--- src/rtl/dmem_access_ctrl_pkg.sv ---
// Shared types and helpers for the data-memory access controller.
// Holds the sequencer states, the access size codes and the alignment rule.
package dmem_ctrl_pkg;

    typedef enum logic [1:0] {
        IDLE   = 2'b00,
        ACCESS = 2'b01,
        WRITE  = 2'b10
    } state_e;

    typedef enum logic [1:0] {
        SZ_BYTE = 2'b00,
        SZ_HALF = 2'b01,
        SZ_WORD = 2'b10
    } size_e;

    // Size code 2'b11 falls into the word rule.
    function automatic logic misalign(input logic [1:0] addr_lo, input logic [1:0] size);
        case (size)
            SZ_BYTE: misalign = 1'b0;
            SZ_HALF: misalign = addr_lo[0];
            default: misalign = (addr_lo != 2'b00);
        endcase
    endfunction

endpackage

--- src/rtl/dmem_access_ctrl_if.sv ---
// Requester and memory-side bundle of the data-memory access controller.
// The slave modport is the controller view; master is the requesters plus memory.
interface dmem_access_ctrl_if #(
    parameter int ADDR_WIDTH = 32,
    parameter int BIT_WIDTH  = 32
);
    logic [1:0]            req_valid;
    logic [1:0]            req_ready;
    logic [1:0]            req_we;
    logic [ADDR_WIDTH-1:0] req_addr0;
    logic [ADDR_WIDTH-1:0] req_addr1;
    logic [BIT_WIDTH-1:0]  req_wdata0;
    logic [BIT_WIDTH-1:0]  req_wdata1;
    logic [1:0]            req_size0;
    logic [1:0]            req_size1;
    logic [1:0]            resp_valid;
    logic                  resp_err;
    logic [BIT_WIDTH-1:0]  resp_rdata;
    logic [ADDR_WIDTH-1:0] mem_read_addr;
    logic [ADDR_WIDTH-1:0] mem_write_addr;
    logic [BIT_WIDTH-1:0]  mem_write_data;
    logic                  mem_write_en;
    logic                  mem_addr_byte;
    logic                  mem_addr_half;
    logic [BIT_WIDTH-1:0]  mem_read_data;

    modport slave (
        input  req_valid, req_we, req_addr0, req_addr1, req_wdata0, req_wdata1,
        input  req_size0, req_size1, mem_read_data,
        output req_ready, resp_valid, resp_err, resp_rdata,
        output mem_read_addr, mem_write_addr, mem_write_data, mem_write_en,
        output mem_addr_byte, mem_addr_half
    );

    modport master (
        output req_valid, req_we, req_addr0, req_addr1, req_wdata0, req_wdata1,
        output req_size0, req_size1, mem_read_data,
        input  req_ready, resp_valid, resp_err, resp_rdata,
        input  mem_read_addr, mem_write_addr, mem_write_data, mem_write_en,
        input  mem_addr_byte, mem_addr_half
    );

endinterface

--- src/rtl/dmem_access_ctrl_store_merge.sv ---
// Combinational lane merge for sub-word stores: drops the right-aligned store
// data into the addressed byte or half of the word just read from memory.
module dmem_store_merge
    import dmem_ctrl_pkg::*;
#(
    parameter int BIT_WIDTH = 32
) (
    input  logic [BIT_WIDTH-1:0] i_old,
    input  logic [BIT_WIDTH-1:0] i_wdata,
    input  logic [1:0]           i_addr_lo,
    input  logic [1:0]           i_size,
    output logic [BIT_WIDTH-1:0] o_merged
);

    always_comb begin
        o_merged = i_old;
        case (i_size)
            SZ_BYTE: o_merged[8*i_addr_lo +: 8] = i_wdata[7:0];
            SZ_HALF: begin
                if (i_addr_lo[1]) o_merged[31:16] = i_wdata[15:0];
                else              o_merged[15:0]  = i_wdata[15:0];
            end
            default: o_merged = i_wdata;
        endcase
    end

endmodule

--- src/rtl/dmem_access_ctrl.sv ---
// Two-port round-robin sequencer in front of a word-write data memory.
// Sub-word stores run as read-modify-write; misaligned accesses answer with an error.
module dmem_access_ctrl
    import dmem_ctrl_pkg::*;
#(
    parameter int ADDR_WIDTH = 32,
    parameter int BIT_WIDTH  = 32
) (
    input  logic               clk,
    input  logic               rst,
    dmem_access_ctrl_if.slave  bus
);

    state_e                r_state;
    state_e                w_state_next;
    logic                  r_last_grant;
    logic                  r_port;
    logic                  r_we;
    logic [ADDR_WIDTH-1:0] r_addr;
    logic [BIT_WIDTH-1:0]  r_wdata;
    logic [1:0]            r_size;
    logic [BIT_WIDTH-1:0]  r_merged;
    logic [1:0]            r_resp_valid;
    logic                  r_resp_err;
    logic [BIT_WIDTH-1:0]  r_resp_rdata;

    logic                  w_grant;
    logic                  w_accept;
    logic                  w_misalign;
    logic                  w_is_word;
    logic                  w_load_merged;
    logic [1:0]            w_resp_valid;
    logic                  w_resp_err;
    logic [BIT_WIDTH-1:0]  w_resp_rdata;
    logic [BIT_WIDTH-1:0]  w_merged;

    // Contention goes to the port not granted last; a lone requester always wins.
    always_comb begin
        w_grant = ~r_last_grant;
        if (bus.req_valid == 2'b01)      w_grant = 1'b0;
        else if (bus.req_valid == 2'b10) w_grant = 1'b1;
    end

    assign w_accept      = (r_state == IDLE) && !rst && (bus.req_valid != 2'b00);
    assign bus.req_ready = w_accept ? (w_grant ? 2'b10 : 2'b01) : 2'b00;
    assign w_misalign    = misalign(r_addr[1:0], r_size);
    assign w_is_word     = r_size[1];

    dmem_store_merge #(
        .BIT_WIDTH (BIT_WIDTH)
    ) u_store_merge (
        .i_old     (bus.mem_read_data),
        .i_wdata   (r_wdata),
        .i_addr_lo (r_addr[1:0]),
        .i_size    (r_size),
        .o_merged  (w_merged)
    );

    always_comb begin
        w_state_next  = r_state;
        w_resp_valid  = 2'b00;
        w_resp_err    = r_resp_err;
        w_resp_rdata  = r_resp_rdata;
        w_load_merged = 1'b0;
        case (r_state)
            IDLE: begin
                if (w_accept) w_state_next = ACCESS;
            end
            ACCESS: begin
                if (!w_misalign && r_we && !w_is_word) begin
                    w_state_next  = WRITE;
                    w_load_merged = 1'b1;
                end else begin
                    w_state_next         = IDLE;
                    w_resp_valid[r_port] = 1'b1;
                    w_resp_err           = w_misalign;
                    w_resp_rdata         = (!w_misalign && !r_we) ? bus.mem_read_data : '0;
                end
            end
            WRITE: begin
                w_state_next         = IDLE;
                w_resp_valid[r_port] = 1'b1;
                w_resp_err           = 1'b0;
                w_resp_rdata         = '0;
            end
            default: w_state_next = IDLE;
        endcase
    end

    // Memory controls decode from state so they fall together with an async reset.
    always_comb begin
        bus.mem_read_addr  = r_addr;
        bus.mem_write_addr = r_addr;
        bus.mem_write_data = (r_state == WRITE) ? r_merged : r_wdata;
        bus.mem_write_en   = ((r_state == ACCESS) && r_we && w_is_word && !w_misalign) ||
                             (r_state == WRITE);
        bus.mem_addr_byte  = (r_state == ACCESS) && !r_we && (r_size == SZ_BYTE);
        bus.mem_addr_half  = (r_state == ACCESS) && !r_we && (r_size == SZ_HALF);
    end

    assign bus.resp_valid = r_resp_valid;
    assign bus.resp_err   = r_resp_err;
    assign bus.resp_rdata = r_resp_rdata;

    always_ff @(posedge clk or posedge rst) begin
        if (rst) begin
            r_state      <= IDLE;
            r_last_grant <= 1'b1;
            r_port       <= 1'b0;
            r_we         <= 1'b0;
            r_addr       <= '0;
            r_wdata      <= '0;
            r_size       <= 2'b00;
            r_merged     <= '0;
            r_resp_valid <= 2'b00;
            r_resp_err   <= 1'b0;
            r_resp_rdata <= '0;
        end else begin
            r_state      <= w_state_next;
            r_resp_valid <= w_resp_valid;
            r_resp_err   <= w_resp_err;
            r_resp_rdata <= w_resp_rdata;
            if (w_accept) begin
                r_last_grant <= w_grant;
                r_port       <= w_grant;
                r_we         <= bus.req_we[w_grant];
                r_addr       <= w_grant ? bus.req_addr1  : bus.req_addr0;
                r_wdata      <= w_grant ? bus.req_wdata1 : bus.req_wdata0;
                r_size       <= w_grant ? bus.req_size1  : bus.req_size0;
            end
            if (w_load_merged) r_merged <= w_merged;
        end
    end

endmodule

--- src/flat_wrapper.sv ---
// flat-port wrapper written by rule: the top's interface ports become plain ports
module dmem_access_ctrl_flat import dmem_ctrl_pkg::*;
#(
    parameter int ADDR_WIDTH = 32,
    parameter int BIT_WIDTH  = 32
)
  (clk, rst, bus_req_valid, bus_req_we, bus_req_addr0, bus_req_addr1, bus_req_wdata0, bus_req_wdata1, bus_req_size0, bus_req_size1, bus_mem_read_data, bus_req_ready, bus_resp_valid, bus_resp_err, bus_resp_rdata, bus_mem_read_addr, bus_mem_write_addr, bus_mem_write_data, bus_mem_write_en, bus_mem_addr_byte, bus_mem_addr_half);
  dmem_access_ctrl_if #(.ADDR_WIDTH(ADDR_WIDTH), .BIT_WIDTH(BIT_WIDTH)) bus_i ();
  input  logic clk;
  input  logic rst;
  input wire logic [$bits(bus_i.req_valid)-1:0] bus_req_valid;
  input wire logic [$bits(bus_i.req_we)-1:0] bus_req_we;
  input wire logic [$bits(bus_i.req_addr0)-1:0] bus_req_addr0;
  input wire logic [$bits(bus_i.req_addr1)-1:0] bus_req_addr1;
  input wire logic [$bits(bus_i.req_wdata0)-1:0] bus_req_wdata0;
  input wire logic [$bits(bus_i.req_wdata1)-1:0] bus_req_wdata1;
  input wire logic [$bits(bus_i.req_size0)-1:0] bus_req_size0;
  input wire logic [$bits(bus_i.req_size1)-1:0] bus_req_size1;
  input wire logic [$bits(bus_i.mem_read_data)-1:0] bus_mem_read_data;
  output wire logic [$bits(bus_i.req_ready)-1:0] bus_req_ready;
  output wire logic [$bits(bus_i.resp_valid)-1:0] bus_resp_valid;
  output wire logic [$bits(bus_i.resp_err)-1:0] bus_resp_err;
  output wire logic [$bits(bus_i.resp_rdata)-1:0] bus_resp_rdata;
  output wire logic [$bits(bus_i.mem_read_addr)-1:0] bus_mem_read_addr;
  output wire logic [$bits(bus_i.mem_write_addr)-1:0] bus_mem_write_addr;
  output wire logic [$bits(bus_i.mem_write_data)-1:0] bus_mem_write_data;
  output wire logic [$bits(bus_i.mem_write_en)-1:0] bus_mem_write_en;
  output wire logic [$bits(bus_i.mem_addr_byte)-1:0] bus_mem_addr_byte;
  output wire logic [$bits(bus_i.mem_addr_half)-1:0] bus_mem_addr_half;
  assign bus_i.req_valid = bus_req_valid;
  assign bus_i.req_we = bus_req_we;
  assign bus_i.req_addr0 = bus_req_addr0;
  assign bus_i.req_addr1 = bus_req_addr1;
  assign bus_i.req_wdata0 = bus_req_wdata0;
  assign bus_i.req_wdata1 = bus_req_wdata1;
  assign bus_i.req_size0 = bus_req_size0;
  assign bus_i.req_size1 = bus_req_size1;
  assign bus_i.mem_read_data = bus_mem_read_data;
  assign bus_req_ready = bus_i.req_ready;
  assign bus_resp_valid = bus_i.resp_valid;
  assign bus_resp_err = bus_i.resp_err;
  assign bus_resp_rdata = bus_i.resp_rdata;
  assign bus_mem_read_addr = bus_i.mem_read_addr;
  assign bus_mem_write_addr = bus_i.mem_write_addr;
  assign bus_mem_write_data = bus_i.mem_write_data;
  assign bus_mem_write_en = bus_i.mem_write_en;
  assign bus_mem_addr_byte = bus_i.mem_addr_byte;
  assign bus_mem_addr_half = bus_i.mem_addr_half;
  dmem_access_ctrl #(.ADDR_WIDTH(ADDR_WIDTH), .BIT_WIDTH(BIT_WIDTH)) u_core (.clk(clk), .rst(rst), .bus(bus_i));
endmodule
--- config.mk ---
export PLATFORM = sky130hd
export DESIGN_NAME = dmem_access_ctrl_flat
export DESIGN_NICKNAME = d
export VERILOG_FILES = /design/src/rtl/dmem_access_ctrl_pkg.sv /design/src/rtl/dmem_access_ctrl_if.sv /design/src/rtl/dmem_access_ctrl_store_merge.sv /design/src/rtl/dmem_access_ctrl.sv /design/src/flat_wrapper.sv
export SDC_FILE = /design/constraint.sdc
export NUM_CORES = 1
export LEC_CHECK = 0
export CAP_MARGIN = 10
export CORE_ASPECT_RATIO = 1.5
export CORE_MARGIN = 5
export CORE_UTILIZATION = 45
export CTS_CLUSTER_SIZE = 8
export DETAILED_ROUTE_END_ITERATION = 12
export GPL_ROUTABILITY_DRIVEN = 1
export MAX_ROUTING_LAYER = met4
export PLACE_DENSITY = 0.86
export RECOVER_POWER = 25
export SLEW_MARGIN = 25
export SYNTH_ARGS = -nofsm -noshare
export SYNTH_HDL_FRONTEND = slang
export SYNTH_SLANG_ARGS = --single-unit
--- constraint.sdc ---
create_clock -name clk -period 7.8 [get_ports clk]
set_input_delay 1.56 -clock clk [delete_from_list [all_inputs] [get_ports clk]]
set_output_delay 1.56 -clock clk [all_outputs]
set_load 0.05 [all_outputs]
==> metrics, run 1 <==
outcome=finished, violations left; failing checks=capacitance limit, slew limit; Worst Hold Depth=1; FMAX=0.1948 GHz; Least-Margin Pin Slew=2.412 ns; Port Buffers=305; Clk Latency, worst-skew pair=0.42 ns; Startpoint Class=primary input; Root Buffer=clkbuf_16; post-route minimum period=5.134 ns; pwr dens=525.3 mW/mm^2; Setup crit end kind=primary output; Die Y=158.9 um; async set-or-reset flop fraction in the synthesized netlist=100.0%; Yosys reg bits=138; mean post-synth cell area=11.37 sq um; RD Place Congestion=0.8496; CTS Hold Bufs=0; number of synthesized flops with an enable pin=0; Vias/cell=5.873; kind of critical path=primary input to primary output; final WL=23,910 um; TNS Setup=0 ns; layout cells sized above 1=9.708%; largest area contributor in the netlist=dfrtp_1; CTS tree=yes; initial antenna violation count=0; count leader, synth=dfrtp_1; endpoints failing hold=0; Die Wd=109.3 um; drt drc=0; first-pass GRT wire length=37,290 um; Filler Cell Count=1,018; most instantiated cells after synthesis=dfrtp_1 (137), a22o_1 (99), a21o_1 (69); 1st-pass router iterations=5; cell count after placement=1,019; Syn-to-layout area delta=53.23%; Mapped Cells=585; CTS H-tree lvls=4; syn_nets=763; ys flop type=dfrtp_1; max cap viols=3; CTS Buffer Depth=2; Netlist cell types=35; clock transition at the registers of the reported paths=0.07 ns; crit share post-route=65.82%; FF-to-FF End=u_core.bus.resp_rdata[1]$_DFFE_PP0P_; Die ar.=0.01736 sq mm; Slew HR=-61.65%; Leak=4.660 nW; row count=54; crit-path max FO=3; vias in the first global route=6,821; Overall Global Routing Usage=28.72%; GRT overflow=0; Post-CTS Setup Inserts=0; register area=0.003455 sq mm; Detail Placement HPWL=17,480 um; Critical Path RT=6.24 ns; Final ANT Viol Nets=0; critical path startpoint=rst; post-route cell area=0.01019 sq mm; hold wc startpoint=u_core.r_port$_DFFE_PP0P_; Worst Skew=0.01295 ns; CTS Buf Count=17; Yosys Warn Count=0; share of the synthesized area in the top cell type=51.55%; Seq/Total Area, Yosys=51.95%; Hold Crit Class=register to register; WP data arrival=3.57 ns; multi-input logic area=0.002793 sq mm; FF-to-FF path depth=5; r2r setup slk=4.50 ns; initial DRC count=446; Finished Layout Cells=1,051; I/O pin count=306; Core Region=0.01453 sq mm; synth top area cells=dfrtp_1 (52%), a22o_1 (13%), a21o_1 (7.8%), mux2_2 (5.4%), buf_4 (3.6%); Peak VDD IR=345.5 uV; Mapped Area=0.006650 sq mm; WHS Endpoint=u_core.bus.resp_valid[0]$_DFF_PP0_; RSZ-0062 raised after global routing=no; starting density of the core=45.78%; WL per Instance=22.75 um; via count=6,172; final count of negative-setup-slack endpoints=0; Post-CTS Resized=0; max-slew violations=126; pin count of the biggest net entering global routing=86; antenna cells=0; clk sink count=138; placed cell area=0.009637 sq mm; Critical R2R Launch=u_core.r_state[0]$_DFFE_PP0P_; fin nets=1,020
-- per-stage QoR --
stage                     worst slack (ns)  hold slack (ns)  power, mW  util, %
final                                2.666           0.4688      5.353    70.15
after global routing                 2.535           0.4915      5.587    70.15
after CTS                            2.729           0.4715      5.382    70.22
after detailed placement             2.734           0.4622      4.582    66.34
after global placement               2.779           0.4478      4.514    66.34
after floorplan                      2.545           0.4325      3.572        -
-- worst max path at each step --
stage	end	slack [ns]	cells after the start
final	bus_req_ready[1]	2.67	5
after CTS	bus_req_ready[1]	2.73	5
after detailed placement	bus_req_ready[1]	2.73	5
after floorplan	u_core.bus.mem_read_addr[0]$_DFFE_PP0P_	2.55	1
after global routing	bus_mem_write_data[8]	2.54	4
after global placement	bus_req_ready[1]	2.78	5
-- where the power goes --
group	total (mW)	internal, mW	switching, mW
Clock	0.766	0.449	0.317
Combinational	3.21	1.21	2.00
Sequential	1.38	1.05	0.335
Total	5.35	2.70	2.65
-- sequential cells by signal, indices dropped and copies added, names as in the netlist, 2 cells and up --
register / cells
u_core.bus.mem_read_addr: 32
u_core.bus.resp_rdata: 32
u_core.r_merged: 32
u_core.r_wdata: 32
u_core.bus.resp_valid: 2
u_core.r_size: 2
u_core.r_state: 2
-- worst max-delay path, cell delays in order --
cell and delay, ns:
dlygate4sd3_1 0.57, nor2b_1 0.32, nand2_1 0.15, a21oi_4 0.13, clkdlybuf4s50_1 0.83
-- layer usage --
metal / global-route usage, % / wire, um
met1: 31.81 / 8200
met2: 49.02 / 12970
met3: 5.361 / 1641
met4: 13.56 / 1100
met5: - / 0
-- cell type report --
cell class / instances / share of cell area, %
sequential: 138 / 33.90
clock buffer: 19 / 4.347
timing repair buffer: 313 / 30.55
tap: 196 / 2.407
multi-input combinational: 367 / 27.41
clock inverter: 13 / 1.191
inverter: 5 / 0.1965
-- logic make-up (layout without fill, tap and decap cells) --
| logic type | Yosys count | in the layout | share of synthesized area, % |
|---|---|---|---|
| fa+ha+maj | 8 | 8 | 1.505 |
| compound gates | 242 | 242 | 28.37 |
| mux | 35 | 35 | 5.870 |
| buf+inv | 80 | 350 | 6.472 |
| flops | 138 | 138 | 51.95 |
| simple gates | 82 | 82 | 5.833 |
-- layout by cell type, fill, tap and decap left out, types with 3 or more instances in the layout --
cell,instances
ha_1,8
a21oi_1,33
a221oi_1,16
clkinvlp_4,5
a22o_1,99
inv_6,3
a21o_1,69
mux2i_1,3
clkdlybuf4s50_1,304
mux2_2,32
a22oi_1,15
clkbuf_16,17
nand2_1,9
nor3_1,3
inv_1,4
nor2b_1,6
dfrtp_1,137
nor2_1,50
buf_4,6
Power figures use the tool's default switching activity.
==> run 2, diff against run 1 <==
CORE_UTILIZATION = 38   (was 45)
PLACE_DENSITY = 0.78   (was 0.86)
clock period = 4.71 ns   (was 7.8 ns; I/O delays follow)
==> run 2 against run 1 <==
The run still ends with capacitance limit, slew limit left. Cell count increased by 1.7%. First-iteration DRC count decreased by 9.9%. Count of clock-buffer cells in the layout unchanged. Sequential cell count unchanged. Die area increased by 17%. Sequential share of layout area decreased by 0.13 points. Critical path depth unchanged. Largest cell class unchanged. Largest power group unchanged.
==> metrics, run 2 (synthesis results as in run 1) <==
Setup crit end kind=primary output; CTS Buffer Depth=2 (unchanged); critical path startpoint=rst; Detail Placement HPWL=17,470 um (-0.10%); FF-to-FF End=u_core.r_merged[24]$_DFFE_PP0P_; crit-path max cell delay=0.83 ns (about the same); failing checks=capacitance limit, slew limit; WP data arrival=2.92 ns (-0.65 ns); Slowest cell on crit path=clkdlybuf4s50_1; Root Buffer=clkbuf_16; outcome=finished, violations left; CP Cell Sequence=dlygate4sd3_1 > nor2b_1 > nand2_1 > a21oi_4 > clkdlybuf4s50_1; net switching power of the design=4.379 mW (+65%); Die ar.=0.02030 sq mm (+17%); post-route minimum period=3.860 ns; via count=5,948 (-3.6%); RSZ-0062 raised after global routing=no; vias in the first global route=6,554 (-3.9%); Hold Crit Class=register to register; Power Internal=4.515 mW (+67%); final WL=23,910 um (about the same); FF-to-FF path depth=5 (unchanged); final hold slack=0.4720 ns (+0.003194 ns); Startpoint Class=primary input; GRT overflow=0 (unchanged); I/O pin count=306 (unchanged); Leak=4.672 nW (+0.25%); RD Place Congestion=0.8505 (+0.11%); clock transition at the registers of the reported paths=0.06 ns (about the same); crit share post-route=81.96%; Worst Setup EP=bus_req_ready[1]; initial DRC count=402 (-9.9%); fin nets=1,020 (unchanged); clk sink count=138 (unchanged); pin count of the biggest net entering global routing=97 (+13%); Final Util=59.21% (-11 points); cell count after placement=1,036 (+1.7%); register share of total power=26.1% (+0.3 points); endpoints failing hold=0 (unchanged); CTS H-tree lvls=4 (unchanged); Peak VDD IR=521.5 uV (+51%); WL per Instance=22.37 um (-1.7%); hold wc startpoint=u_core.r_port$_DFFE_PP0P_; initial antenna violation count=1 (+1); starting density of the core=38.50% (-7.3 points); Die Wd=118.0 um (+8.0%); TNS Setup=0 ns (unchanged); drt drc=0 (unchanged); r2r setup slk=2.07 ns (-2.43 ns); final count of negative-setup-slack endpoints=0 (unchanged); Overall Global Routing Usage=23.87% (-4.8 points); commonest non-fill, non-tap cell in the layout=clkdlybuf4s50_1; layout cells sized above 1=9.942% (+0.23 points); Vias/cell=5.564 (-5.3%); CTS Hold Bufs=0 (unchanged); Least-Margin Pin Slew=2.114 ns (-0.2980 ns); Slew HR=-40.90% (+21 points); CTS tree=yes; max cap viols=2 (-1); Post-CTS Resized=0 (unchanged); 1st-pass router iterations=5 (unchanged); pwr dens=869.6 mW/mm^2 (+66%); crit-path max FO=3 (unchanged); Critical Path RT=3.77 ns (-2.47 ns); Worst Skew=0.01842 ns (+0.005470 ns); Die Y=172.0 um (+8.3%); Critical R2R Launch=u_core.r_size[0]$_DFFE_PP0P_; kind of critical path=primary input to primary output; Comb power frac=59.0% (-0.9 points); CTS Buf Count=17 (unchanged); first-pass GRT wire length=36,650 um (-1.7%); most frequent cells in the layout=clkdlybuf4s50_1 (303), dfrtp_1 (137), a22o_1 (99); Clk Latency, worst-skew pair=0.42 ns (about the same); max-slew violations=132 (+4.8%); FMAX=0.2591 GHz; Port Buffers=305 (unchanged); Final ANT Viol Nets=0 (unchanged); Syn-to-layout area delta=53.81%; share of power burned in the clock network=14.9% (+0.6 points); switch share=49.23% (-0.30 points); Finished Layout Cells=1,069 (+1.7%); Core Region=0.01727 sq mm (+19%); row count=59 (+9.3%); Post-CTS Setup Inserts=0 (unchanged)
[run 2: cell count changes in the layout (fill, tap and decap cells not counted), sizes merged]
| cell | before | now |
|---|---|---|
| bufinv | 1 | 2 |
| clkbuf | 20 | 21 |
| clkdlybuf4s50 | 304 | 303 |
| clkinvlp | 6 | 4 |
| inv | 7 | 8 |
| diode | 0 | 1 |
[run 2: power by group through the flow]
stage | Clock, mW | Combinational [mW] | Sequential, mW
6_report | 1.33 | 5.25 | 2.32
5_1_grt | 1.40 | 5.54 | 2.38
4_1_cts | 1.35 | 5.29 | 2.32
3_5_place_dp | 0 | 5.28 | 2.33
3_3_place_gp | 0 | 5.20 | 2.33
2_1_floorplan | 0 | 3.05 | 2.86
[run 2: worst min-delay path by stage]
stage / to / cells past startpoint
5_1_grt: u_core.bus.resp_valid[0]$_DFF_PP0_ / 1
2_1_floorplan: u_core.bus.resp_valid[0]$_DFF_PP0_ / 1
4_1_cts: u_core.bus.resp_valid[0]$_DFF_PP0_ / 1
3_5_place_dp: u_core.bus.resp_valid[0]$_DFF_PP0_ / 1
3_3_place_gp: u_core.bus.resp_valid[0]$_DFF_PP0_ / 1
6_report: u_core.bus.resp_valid[0]$_DFF_PP0_ / 1
[run 2: metal layers]
| layer | vias to the layer above | track usage, % | routed length (um) |
|---|---|---|---|
| li1 | 2672 | - | - |
| met1 | 2911 | 26.88 | 9040 |
| met2 | 289 | 40.12 | 12340 |
| met3 | 76 | 4.745 | 1343 |
| met4 | 0 | 12.97 | 1194 |
| met5 | - | - | 0 |
[run 2: area by class of cell]
type                    count  area [sq um]
fillers                  1479          7046
well taps                 213         266.5
clock buffers              19         432.9
repair buffers            313          3104
clock inverters            13         145.1
multi-input cells         367          2800
diodes                      1         2.502
inverters                   5         22.52
flip-flops and latches    138          3455
[run 2: worst max-delay path, delay by kind of cell]
kind	cells	cell delay [ns]
AO/OA/AOI/OAI	1	0.13
buffers and inverters	2	1.42
AND/OR/NAND/NOR	2	0.43
[run 2: stage by stage]
stage	power, mW	instance area [sq um]	setup slack, ns
5_1_grt	9.323	10230	0.5295
3_5_place_dp	7.610	9668	0.9261
4_1_cts	8.965	10250	0.8557
3_3_place_gp	7.530	9668	0.9465
6_report	8.895	10230	0.8498
2_1_floorplan	5.915	6650	0.07349
==> run 3, diff against run 2 <==
clock period = 3.1 ns   (was 4.71 ns; I/O delays follow)
==> run 3 against run 2 <==
The run now ends clean. Design area increased by 1.7%. Wire length decreased by 2.3%. Via count decreased by 1.4%. Hold slack got worse by 0.0027 ns. Core utilization increased by 1.0 points. Non-clock buffer count increased by 6. Setup slack got worse by 0.48 ns. Sequential cell count unchanged. Sequential power increased by 48%. Register-to-register slack got worse by 1.4 ns.
==> metrics, run 3 (synthesis results as in run 1) <==
vias in the first global route=6,374 (-2.7%); multi-input logic area=0.002800 sq mm (unchanged); WL per Instance=21.71 um (-2.9%); Detail Placement HPWL=17,110 um (-2.0%); GRT overflow=0 (unchanged); final count of negative-setup-slack endpoints=0 (unchanged); Root Buffer=clkbuf_16; Vias/cell=5.450 (-2.1%); Core Region=0.01727 sq mm (unchanged); Critical Path RT=2.48 ns (-1.29 ns); Hold Crit Class=register to register; Worst Skew=0.01211 ns (-0.006305 ns); max cap viols=0 (-2); pwr dens=1333 mW/mm^2 (+53%); clk sink count=138 (unchanged); initial antenna violation count=2 (+1); CTS Buffer Depth=2 (unchanged); WP data arrival=2.11 ns (-0.81 ns); Clk Latency, worst-skew pair=0.41 ns (about the same); Die ar.=0.02030 sq mm (unchanged); crit-path max FO=37 (+34); max-slew violations=0 (-100%); Syn-to-layout area delta=56.48%; Final Util=60.24% (+1.0 points); commonest non-fill, non-tap cell in the layout=clkdlybuf4s50_1; I/O pin count=306 (unchanged); CTS tree=yes; starting density of the core=38.50% (unchanged); fin nets=1,026 (+0.59%); RD Place Congestion=0.8388 (-1.4%); final WL=23,360 um (-2.3%); drt drc=0 (unchanged); CTS Hold Bufs=0 (unchanged); Post-CTS Resized=0 (unchanged); CTS H-tree lvls=4 (unchanged); outcome=finished, final reports clean; pin count of the biggest net entering global routing=70 (-28%); initial DRC count=351 (-13%); register area=0.003455 sq mm (unchanged); first-pass GRT wire length=36,070 um (-1.6%); Filler Cell Count=1,483 (+0.27%); Post-CTS Setup Inserts=0 (unchanged); Least-Margin Pin Slew=1.005 ns (-1.108 ns); 1st-pass router iterations=5 (unchanged); FMAX=0.3659 GHz; endpoints failing hold=0 (unchanged); crit share post-route=88.16%; Die Wd=118.0 um (unchanged); Final ANT Viol Nets=0 (unchanged); Port Buffers=305 (unchanged); Overall Global Routing Usage=23.38% (-0.49 points); Peak VDD IR=972.8 uV (+87%); row count=59 (unchanged); RSZ-0062 raised after global routing=no; layout cells sized above 1=14.40% (+4.5 points); Startpoint Class=register; Leak=4.871 nW (+4.3%); Die Y=172.0 um (unchanged); Setup crit end kind=primary output; via count=5,864 (-1.4%); CTS Buf Count=17 (unchanged); post-route minimum period=2.733 ns; clock transition at the registers of the reported paths=0.06 ns (about the same); kind of critical path=register to primary output; TNS Setup=0 ns (unchanged); Slew HR=32.61% (+74 points); most frequent cells in the layout=clkdlybuf4s50_1 (267), dfrtp_1 (137), a22o_1 (99)
-- run 3: cell types whose count changed in the layout (fill, tap and decap cells not counted), moves of 3 or more --
cell and delta:
buf_12 +7, buf_4 +34, bufinv_16 +5, clkdlybuf4s50_1 -36, clkinvlp_4 -4, inv_6 -3
-- run 3: final cells by class --
cell class,count,area share [%]
Sequential cell,138,33.20
Timing Repair Buffer,319,30.36
Multi-Input combinational cell,367,26.91
Clock buffer,22,4.461
Tap cell,213,2.561
Clock inverter,10,2.272
Inverter,5,0.1924
Antenna cell,2,0.04809
-- run 3: path summary, 6_finish.rpt --
kind,from,endpoint,slack (ns),cells after the start
hold reg to reg,u_core.r_port$_DFFE_PP0P_,u_core.bus.resp_valid[0]$_DFF_PP0_,0.47,1
hold / removal,u_core.r_port$_DFFE_PP0P_,u_core.bus.resp_valid[0]$_DFF_PP0_,0.47,1
min in group asynchronous,rst,u_core.bus.mem_read_addr[6]$_DFFE_PP0P_,0.87,2
setup reg to reg,u_core.bus.mem_read_addr[0]$_DFFE_PP0P_,u_core.r_merged[31]$_DFFE_PP0P_,0.69,6
max in group asynchronous,rst,u_core.r_wdata[29]$_DFFE_PP0P_,1.05,3
setup / recovery,u_core.r_state[0]$_DFFE_PP0P_,bus_mem_write_data[11],0.37,5
-- run 3: metal layers --
| metal | share of wire [%] | vias to the layer above | track usage [%] |
|---|---|---|---|
| li1 | - | 2690 | - |
| met5 | 0 | - | - |
| met2 | 53 | 267 | 41.03 |
| met3 | 5.2 | 34 | 4.287 |
| met1 | 38 | 2873 | 26.89 |
| met4 | 3.0 | 0 | 8.433 |
-- run 3: metrics by stage --
step	power [mW]	cell area, sq um	instances	hold WS (ns)	worst slack [ns]
floorplan	8.988	6654	585	0.4325	0.5019
global placement	11.39	9702	1042	0.4455	0.5281
detailed placement	11.49	9702	1042	0.4526	0.4807
CTS	13.96	10400	1074	0.4569	0.03781
global route	14.54	10410	1076	0.4829	0.2684
finish	13.87	10410	1076	0.4693	0.3669
-- run 3: report_power, final --
group,internal (mW),total (mW),leakage (nW),switching (mW)
Sequential,2.63,3.44,1.70,0.806
Combinational,3.00,8.00,2.83,5.00
Clock,1.64,2.43,0.339,0.787
-- run 3: worst max-delay path, stage by stage (launching register included) --
cell     delay, ns
dfrtp_1       0.40
inv_1         0.09
ha_2          0.16
buf_4         0.44
mux2_2        0.40
buf_4         0.20
